**src/rtl/clk_meas_pkg.sv**
```systemverilog
// Shared definitions for the divided-clock measurement blocks.
//   LOG2_W       : width of the log2 ratio output
//   meas_state_e : measurement FSM states
//   within_tol   : |a - b| <= tol compare used for period matching
package clk_meas_pkg;

    localparam int unsigned LOG2_W = 5;

    typedef enum logic [1:0] {
        StIdle,
        StSeek,
        StMeasure,
        StLocked
    } meas_state_e;

    function automatic logic within_tol(logic [31:0] a, logic [31:0] b, logic [31:0] tol);
        logic [31:0] diff;
        diff = (a > b) ? (a - b) : (b - a);
        return (diff <= tol);
    endfunction

endpackage

```
**src/rtl/sync_edge_det.sv**
```systemverilog
// Two-flop synchronizer for an asynchronous slow clock/strobe, plus one history
// flop for edge detection.
//   clk      : destination clock
//   reset    : synchronous, active-high; clears the synchronizer chain
//   sig_in   : asynchronous input
//   sig_sync : synchronized level
//   rise_det : one-cycle pulse on a synchronized rising edge
//   fall_det : one-cycle pulse on a synchronized falling edge
module sync_edge_det (
    input  logic clk,
    input  logic reset,
    input  logic sig_in,
    output logic sig_sync,
    output logic rise_det,
    output logic fall_det
);

    logic meta_q;
    logic sync_q;
    logic prev_q;

    always_ff @(posedge clk) begin
        if (reset) begin
            meta_q <= 1'b0;
            sync_q <= 1'b0;
            prev_q <= 1'b0;
        end else begin
            meta_q <= sig_in;
            sync_q <= meta_q;
            prev_q <= sync_q;
        end
    end

    assign sig_sync = sync_q;
    assign rise_det = sync_q & ~prev_q;
    assign fall_det = ~sync_q & prev_q;

endmodule

```
**src/rtl/clk_ratio_meter.sv**
```systemverilog
// Measures the period and high time of an asynchronous slow clock in clk
// cycles, reports the division ratio and declares lock once the ratio has been
// stable for LOCK_COUNT consecutive periods.
//   clk, reset   : measurement clock, synchronous active-high reset
//   enable       : 1 = measure, 0 = idle (counters, locked, timeout cleared)
//   sig_in       : asynchronous clock under test
//   period       : last rise-to-rise period in clk cycles
//   high_time    : synced high cycles within that period
//   period_valid : one-cycle pulse when period/high_time update
//   locked       : ratio stable for LOCK_COUNT consecutive periods
//   timeout      : sticky, no rising edge within 2^CNT_W-1 cycles
//   is_pow2      : period is an exact power of two (>= 2)
//   log2_ratio   : log2(period) when is_pow2, else 0
module clk_ratio_meter
    import clk_meas_pkg::*;
#(
    parameter int unsigned CNT_W      = 16,
    parameter int unsigned LOCK_COUNT = 4,
    parameter int unsigned TOL        = 0
) (
    input  logic              clk,
    input  logic              reset,
    input  logic              enable,
    input  logic              sig_in,
    output logic [CNT_W-1:0]  period,
    output logic [CNT_W-1:0]  high_time,
    output logic              period_valid,
    output logic              locked,
    output logic              timeout,
    output logic              is_pow2,
    output logic [LOG2_W-1:0] log2_ratio
);

    logic sig_sync;
    logic rise_det;
    logic fall_det_unused;

    sync_edge_det u_sync (
        .clk      (clk),
        .reset    (reset),
        .sig_in   (sig_in),
        .sig_sync (sig_sync),
        .rise_det (rise_det),
        .fall_det (fall_det_unused)
    );

    meas_state_e       state_q;
    logic [CNT_W-1:0]  cnt_q;
    logic [CNT_W-1:0]  hcnt_q;
    logic [3:0]        match_q;
    // Set for the first period after SEEK, whose predecessor is stale.
    logic              first_q;
    logic              pow2_d;
    logic [LOG2_W-1:0] log2_d;
    logic              is_match;

    // Priority encode of the count about to be latched as period.
    always_comb begin
        pow2_d = 1'b0;
        log2_d = '0;
        for (int i = 1; i < int'(CNT_W); i++) begin
            if (cnt_q == (CNT_W'(1) << i)) begin
                pow2_d = 1'b1;
                log2_d = LOG2_W'(i);
            end
        end
    end

    assign is_match = !first_q && within_tol(32'(cnt_q), 32'(period), 32'(TOL));

    always_ff @(posedge clk) begin
        if (reset) begin
            state_q      <= StIdle;
            cnt_q        <= '0;
            hcnt_q       <= '0;
            match_q      <= '0;
            first_q      <= 1'b0;
            period       <= '0;
            high_time    <= '0;
            period_valid <= 1'b0;
            locked       <= 1'b0;
            timeout      <= 1'b0;
            is_pow2      <= 1'b0;
            log2_ratio   <= '0;
        end else begin
            period_valid <= 1'b0;
            if (!enable) begin
                // Period-derived outputs deliberately hold their last values.
                state_q <= StIdle;
                cnt_q   <= '0;
                hcnt_q  <= '0;
                match_q <= '0;
                first_q <= 1'b0;
                locked  <= 1'b0;
                timeout <= 1'b0;
            end else begin
                unique case (state_q)
                    StIdle: state_q <= StSeek;
                    StSeek: begin
                        if (rise_det) begin
                            state_q <= StMeasure;
                            cnt_q   <= CNT_W'(1);
                            hcnt_q  <= CNT_W'(1);
                            match_q <= '0;
                            first_q <= 1'b1;
                        end
                    end
                    StMeasure, StLocked: begin
                        if (rise_det) begin
                            // Synced sig is high on the rise cycle, so it counts.
                            cnt_q        <= CNT_W'(1);
                            hcnt_q       <= CNT_W'(1);
                            period       <= cnt_q;
                            high_time    <= hcnt_q;
                            is_pow2      <= pow2_d;
                            log2_ratio   <= log2_d;
                            period_valid <= 1'b1;
                            first_q      <= 1'b0;
                            if (is_match) begin
                                if (32'(match_q) < LOCK_COUNT) begin
                                    match_q <= match_q + 4'd1;
                                end
                                if ((32'(match_q) + 32'd1) >= LOCK_COUNT) begin
                                    state_q <= StLocked;
                                    locked  <= 1'b1;
                                end
                            end else begin
                                match_q <= '0;
                                locked  <= 1'b0;
                                state_q <= StMeasure;
                            end
                        end else if (cnt_q == {CNT_W{1'b1}}) begin
                            timeout <= 1'b1;
                            locked  <= 1'b0;
                            match_q <= '0;
                            cnt_q   <= '0;
                            hcnt_q  <= '0;
                            state_q <= StSeek;
                        end else begin
                            cnt_q  <= cnt_q + CNT_W'(1);
                            hcnt_q <= hcnt_q + CNT_W'(sig_sync);
                        end
                    end
                    default: state_q <= StIdle;
                endcase
            end
        end
    end

endmodule
```
**config.mk**
```make
export PLATFORM = sky130hd
export DESIGN_NAME = clk_ratio_meter
export DESIGN_NICKNAME = d
export VERILOG_FILES = /design/src/rtl/clk_meas_pkg.sv /design/src/rtl/sync_edge_det.sv /design/src/rtl/clk_ratio_meter.sv
export SDC_FILE = /design/constraint.sdc
export NUM_CORES = 1
export LEC_CHECK = 0
export CAP_MARGIN = 20
export CELL_PAD_IN_SITES_DETAIL_PLACEMENT = 1
export CELL_PAD_IN_SITES_GLOBAL_PLACEMENT = 2
export CORE_MARGIN = 8
export CORE_UTILIZATION = 34
export DETAILED_ROUTE_END_ITERATION = 10
export PLACE_DENSITY_LB_ADDON = 0.1
export SYNTH_ARGS = -nofsm -noshare
export SYNTH_HDL_FRONTEND = slang
export SYNTH_SLANG_ARGS = --single-unit
export TNS_END_PERCENT = 10
```
**constraint.sdc**
```tcl
create_clock -name clk -period 4.6 [get_ports clk]
set_clock_uncertainty 0.1 [all_clocks]
set_input_delay 0.92 -clock clk [delete_from_list [all_inputs] [get_ports clk]]
set_output_delay 0.92 -clock clk [all_outputs]
set_load 0.005 [all_outputs]
```
==> impl_summary.log <==
[metrics] result of the run: completed
[metrics] Via density: around 5.4
[metrics] Max Root-Sink Buffers: 2
[metrics] unrepaired setup endpoints after global routing: no
[metrics] pin count of the biggest net entering global routing: 42
[metrics] wire length of the first global-routing pass: a little under 30 mm
[metrics] share of layout cells above drive strength 1: 0.0422
[metrics] number of buffer cells added on primary ports: 43
[metrics] # resized after CTS: 0
[metrics] cells after synthesis: slightly above 700
[metrics] global placer's final weighted congestion: ~0.86
[metrics] Synthesized Nets: between 700 and 800
[metrics] worst-skew pair later-pin latency: 0.33 ns
[metrics] dominant cell type by area after synthesis: sky130_fd_sc_hd__dfxtp_1
[metrics] clock buffers created by TritonCTS: 9
[metrics] vias in the first global route: approximately 5,300
[metrics] Worst Setup Slack post-DPL: roughly 0.67 ns
[metrics] horizontal extent of the die: ~140 um
[metrics] worst hold slack: between 0.3 and 0.4 ns
[metrics] overall fraction of global-route tracks in use: 0.181
[metrics] initial antenna violation count: 0
[metrics] portion of synthesized cell area occupied by the leading cell type: 0.309
[metrics] CP Capture Type: flip-flop
[metrics] Ant. Diodes: 0
[metrics] Die Area: 0.0199 sq mm
[metrics] power per standard cell area: ~250 mW/mm^2
[metrics] synthesis-stage register bit count: 82
[metrics] number of cells traversed by the worst hold path: 1
[metrics] die span in y: 141 um
[metrics] hold path startpoint: u_sync.meta_q$_SDFF_PP0_
[metrics] leading cell type by number of instances after synthesis: sky130_fd_sc_hd__nand2_1
[metrics] slew at the pin with the worst max-slew slack: a little over 1 ns
[metrics] type of the setup path with the least slack: reg2reg
[metrics] max-slew violation total from the final report: 0
[metrics] FF-to-FF path depth: 10
[metrics] area of the mapped netlist: approximately 0.0053 sq mm
[metrics] peak supply drop: approximately 0.19 mV
[metrics] Core Rows: 45
[metrics] Wirelength per Cell: ~19 um
[metrics] endpoint of the worst-slack reg-to-reg timing path: match_q[2]$_SDFFE_PP0P_
[metrics] max-slew headroom at the worst pin: 0.322
[metrics] Initial Utilization: 0.349
[metrics] area used by multi-input combinational logic: 0.00334 sq mm
[metrics] sequential fraction of the synthesis area: 0.309
[metrics] hold_buf cts: 0
[metrics] final hold violation count: 0
[metrics] I/O Pins: between 40 and 50
[metrics] post-synthesis async set-or-reset flop share: 0
[metrics] most used flip-flop cell after synthesis: sky130_fd_sc_hd__dfxtp_1
[metrics] Min Clock Period, post-route: 4.00 ns
[metrics] H-tree depth reported by CTS: 3
[metrics] worst path required time: approximately 4.8 ns
[metrics] setup_tns: 0 ns
[metrics] maximum fanout encountered on the critical timing path: 13
[metrics] WP data arrival: 4.15 ns
[metrics] Finish-stage setup viols: 0
[metrics] static power due to leakage: around 2.3 nW
[metrics] most area-consuming cells after synthesis: sky130_fd_sc_hd__dfxtp_1 31%, sky130_fd_sc_hd__ha_1 9.2%, sky130_fd_sc_hd__nand2_1 7.7%
[metrics] HPWL reported at the end of detailed placement: 13.8 mm
[metrics] total number of vias: about 5,100
[metrics] overflow left after global routing: 0
[metrics] leading post-synthesis cells by instance count: 109 x sky130_fd_sc_hd__nand2_1, 82 x sky130_fd_sc_hd__dfxtp_1, 81 x sky130_fd_sc_hd__a21oi_1, 61 x sky130_fd_sc_hd__nor2_1
[metrics] first-pass iteration count of the detailed router: 4
[metrics] clock transition time at the flip-flop clock pins of the worst setup and hold paths: ~0.06 ns
[metrics] worst min-delay path class: reg2reg
[metrics] number of flops mapped to enable cells by yosys: 0
[metrics] Core Footprint: ~0.015 sq mm
[metrics] P&R area growth vs syn: 16.6%
[metrics] Storage cell area: roughly 0.0016 sq mm
[metrics] launch point of the worst reg-to-reg path: cnt_q[7]$_SDFFE_PP0P_
[metrics] Mean Syn Cell Area: between 7 and 8 sq um
[metrics] Netlist cell types: 58
[metrics] detailed-route wire length: 18.0 mm
[metrics] Sinks on Clock Net: 82
[metrics] Residual DRC: 0
[metrics] CTS tree: built
[metrics] root buf cell: sky130_fd_sc_hd__clkbuf_16
[metrics] total of fill cells in the finished design: 1,884
[metrics] final total power: 1.53 mW
[metrics] highest clock rate: around 250 MHz
[metrics] post-route fraction of the period consumed by the critical path: 0.871
[metrics] count of yosys warnings during synthesis: 0
[metrics] # Post-CTS Setup Buffers: 0
[metrics] # nets final: 773
[metrics] remaining antenna violation count after routing: 0
[metrics] setup slack of the worst register-to-register path: roughly 0.60 ns
[metrics] endpoint of the worst hold path: u_sync.sig_sync$_SDFF_PP0_
[metrics] count of maximum capacitance violations: 0
[metrics] Setup crit start kind: flip-flop
[metrics] initial DRC count: ~280
[metrics] worst-case setup margin in the final layout: ~0.60 ns
-- registers in the layout (all words and copies together), names as in the netlist, 2 cells and up --
signal	flops
hcnt_q	16
cnt_q	16
period	16
match_q	4
high_time	16
state_q	2
log2_ratio	4
-- placed cells by master, fill, tap and decap left out, types with 3 or more instances in the layout --
cell | Yosys | layout
sky130_fd_sc_hd__a211oi_1 | 10 | 10
sky130_fd_sc_hd__a21o_1 | 3 | 3
sky130_fd_sc_hd__a21oi_1 | 81 | 81
sky130_fd_sc_hd__a221oi_1 | 4 | 4
sky130_fd_sc_hd__a22oi_1 | 5 | 5
sky130_fd_sc_hd__a31oi_1 | 9 | 9
sky130_fd_sc_hd__and2_1 | 4 | 4
sky130_fd_sc_hd__and3_1 | 8 | 8
sky130_fd_sc_hd__buf_4 | 5 | 9
sky130_fd_sc_hd__clkbuf_16 | 0 | 9
sky130_fd_sc_hd__clkdlybuf4s50_1 | 0 | 43
sky130_fd_sc_hd__dfxtp_1 | 82 | 82
sky130_fd_sc_hd__ha_1 | 39 | 39
sky130_fd_sc_hd__inv_1 | 39 | 39
sky130_fd_sc_hd__nand2_1 | 109 | 109
sky130_fd_sc_hd__nand2b_1 | 4 | 4
sky130_fd_sc_hd__nand3_1 | 11 | 11
sky130_fd_sc_hd__nand3b_1 | 3 | 3
sky130_fd_sc_hd__nand4_1 | 24 | 24
sky130_fd_sc_hd__nor2_1 | 61 | 61
sky130_fd_sc_hd__nor2b_1 | 11 | 11
sky130_fd_sc_hd__nor3_1 | 14 | 14
sky130_fd_sc_hd__nor4_1 | 11 | 11
sky130_fd_sc_hd__o211ai_1 | 3 | 3
sky130_fd_sc_hd__o21a_1 | 6 | 6
sky130_fd_sc_hd__o21ai_0 | 35 | 35
sky130_fd_sc_hd__o21bai_1 | 6 | 6
sky130_fd_sc_hd__or3_1 | 3 | 3
sky130_fd_sc_hd__xnor2_1 | 29 | 29
sky130_fd_sc_hd__xor2_1 | 17 | 17
-- where the power goes --
part	leakage, nW	internal, mW	switching [mW]	total, mW
logic	1.48	0.0107	0.0283	0.0391
registers	0.661	0.712	0.00183	0.714
clock network	0.156	0.476	0.302	0.778
-- how the worst max path moves through the flow --
stage	start	depth (start not counted)	slack, ns	to
2_1_floorplan	period[5]$_SDFFE_PP0P_	12	1.31	match_q[2]$_SDFFE_PP0P_
3_3_place_gp	period[7]$_SDFFE_PP0P_	11	0.80	match_q[3]$_SDFFE_PP0P_
3_5_place_dp	cnt_q[7]$_SDFFE_PP0P_	10	0.67	match_q[3]$_SDFFE_PP0P_
4_1_cts	period[7]$_SDFFE_PP0P_	11	0.65	match_q[3]$_SDFFE_PP0P_
5_1_grt	cnt_q[3]$_SDFFE_PP0P_	10	0.39	match_q[3]$_SDFFE_PP0P_
6_report	cnt_q[7]$_SDFFE_PP0P_	10	0.60	match_q[2]$_SDFFE_PP0P_
-- cell families (layout without fill, tap and decap cells) --
logic type                 after synthesis  after routing  share of synthesized area
DFF                                     82             82                      0.309
AOI/OAI and AO/OA                      185            185                      0.212
muxes                                    3              3                    0.00588
xor gates and xnor gates                46             46                     0.0757
adders and majority gates               39             39                     0.0917
buffers and inverters                   84            106                     0.0640
other                                    1              1                   0.000705
and+or+nand+nor                        272            272                      0.241
-- routing by layer --
| metal | GRT usage | vias to the layer above | wire, um |
|---|---|---|---|
| met5 | 0 | - | 0 |
| met2 | 0.319 | 92 | 8840 |
| met1 | 0.219 | 2524 | 8130 |
| li1 | - | 2497 | - |
| met4 | 0.0684 | 0 | 548 |
| met3 | 0.0236 | 33 | 490 |
-- area by class of cell --
cell class,instances,share of cell area
clock inverter,6,0.0147
timing repair buffer,52,0.0803
sequential,82,0.265
tap,211,0.0426
multi-input combinational,546,0.538
inverter,39,0.0236
clock buffer,9,0.0363
-- worst max-delay path, cell delays in order, from the launching register on --
cell and delay (ns):
sky130_fd_sc_hd__dfxtp_1 0.40, sky130_fd_sc_hd__ha_1 0.63, sky130_fd_sc_hd__nand4_4 0.15, sky130_fd_sc_hd__or3_1 0.40
sky130_fd_sc_hd__o211a_2 0.18, sky130_fd_sc_hd__o211a_1 0.28, sky130_fd_sc_hd__or2_4 0.27, sky130_fd_sc_hd__or4_4 0.53
sky130_fd_sc_hd__a211oi_2 0.52, sky130_fd_sc_hd__nand3_1 0.20, sky130_fd_sc_hd__a211oi_1 0.25
-- metrics by stage --
stage,utilization,cells,instance area (sq um)
2_1_floorplan,-,712,5320
3_3_place_gp,0.386,930,5890
3_5_place_dp,0.386,930,5890
4_1_cts,0.407,945,6200
5_1_grt,0.407,945,6200
6_report,0.407,945,6200
Note: power is estimated with default switching activity, not from simulation.
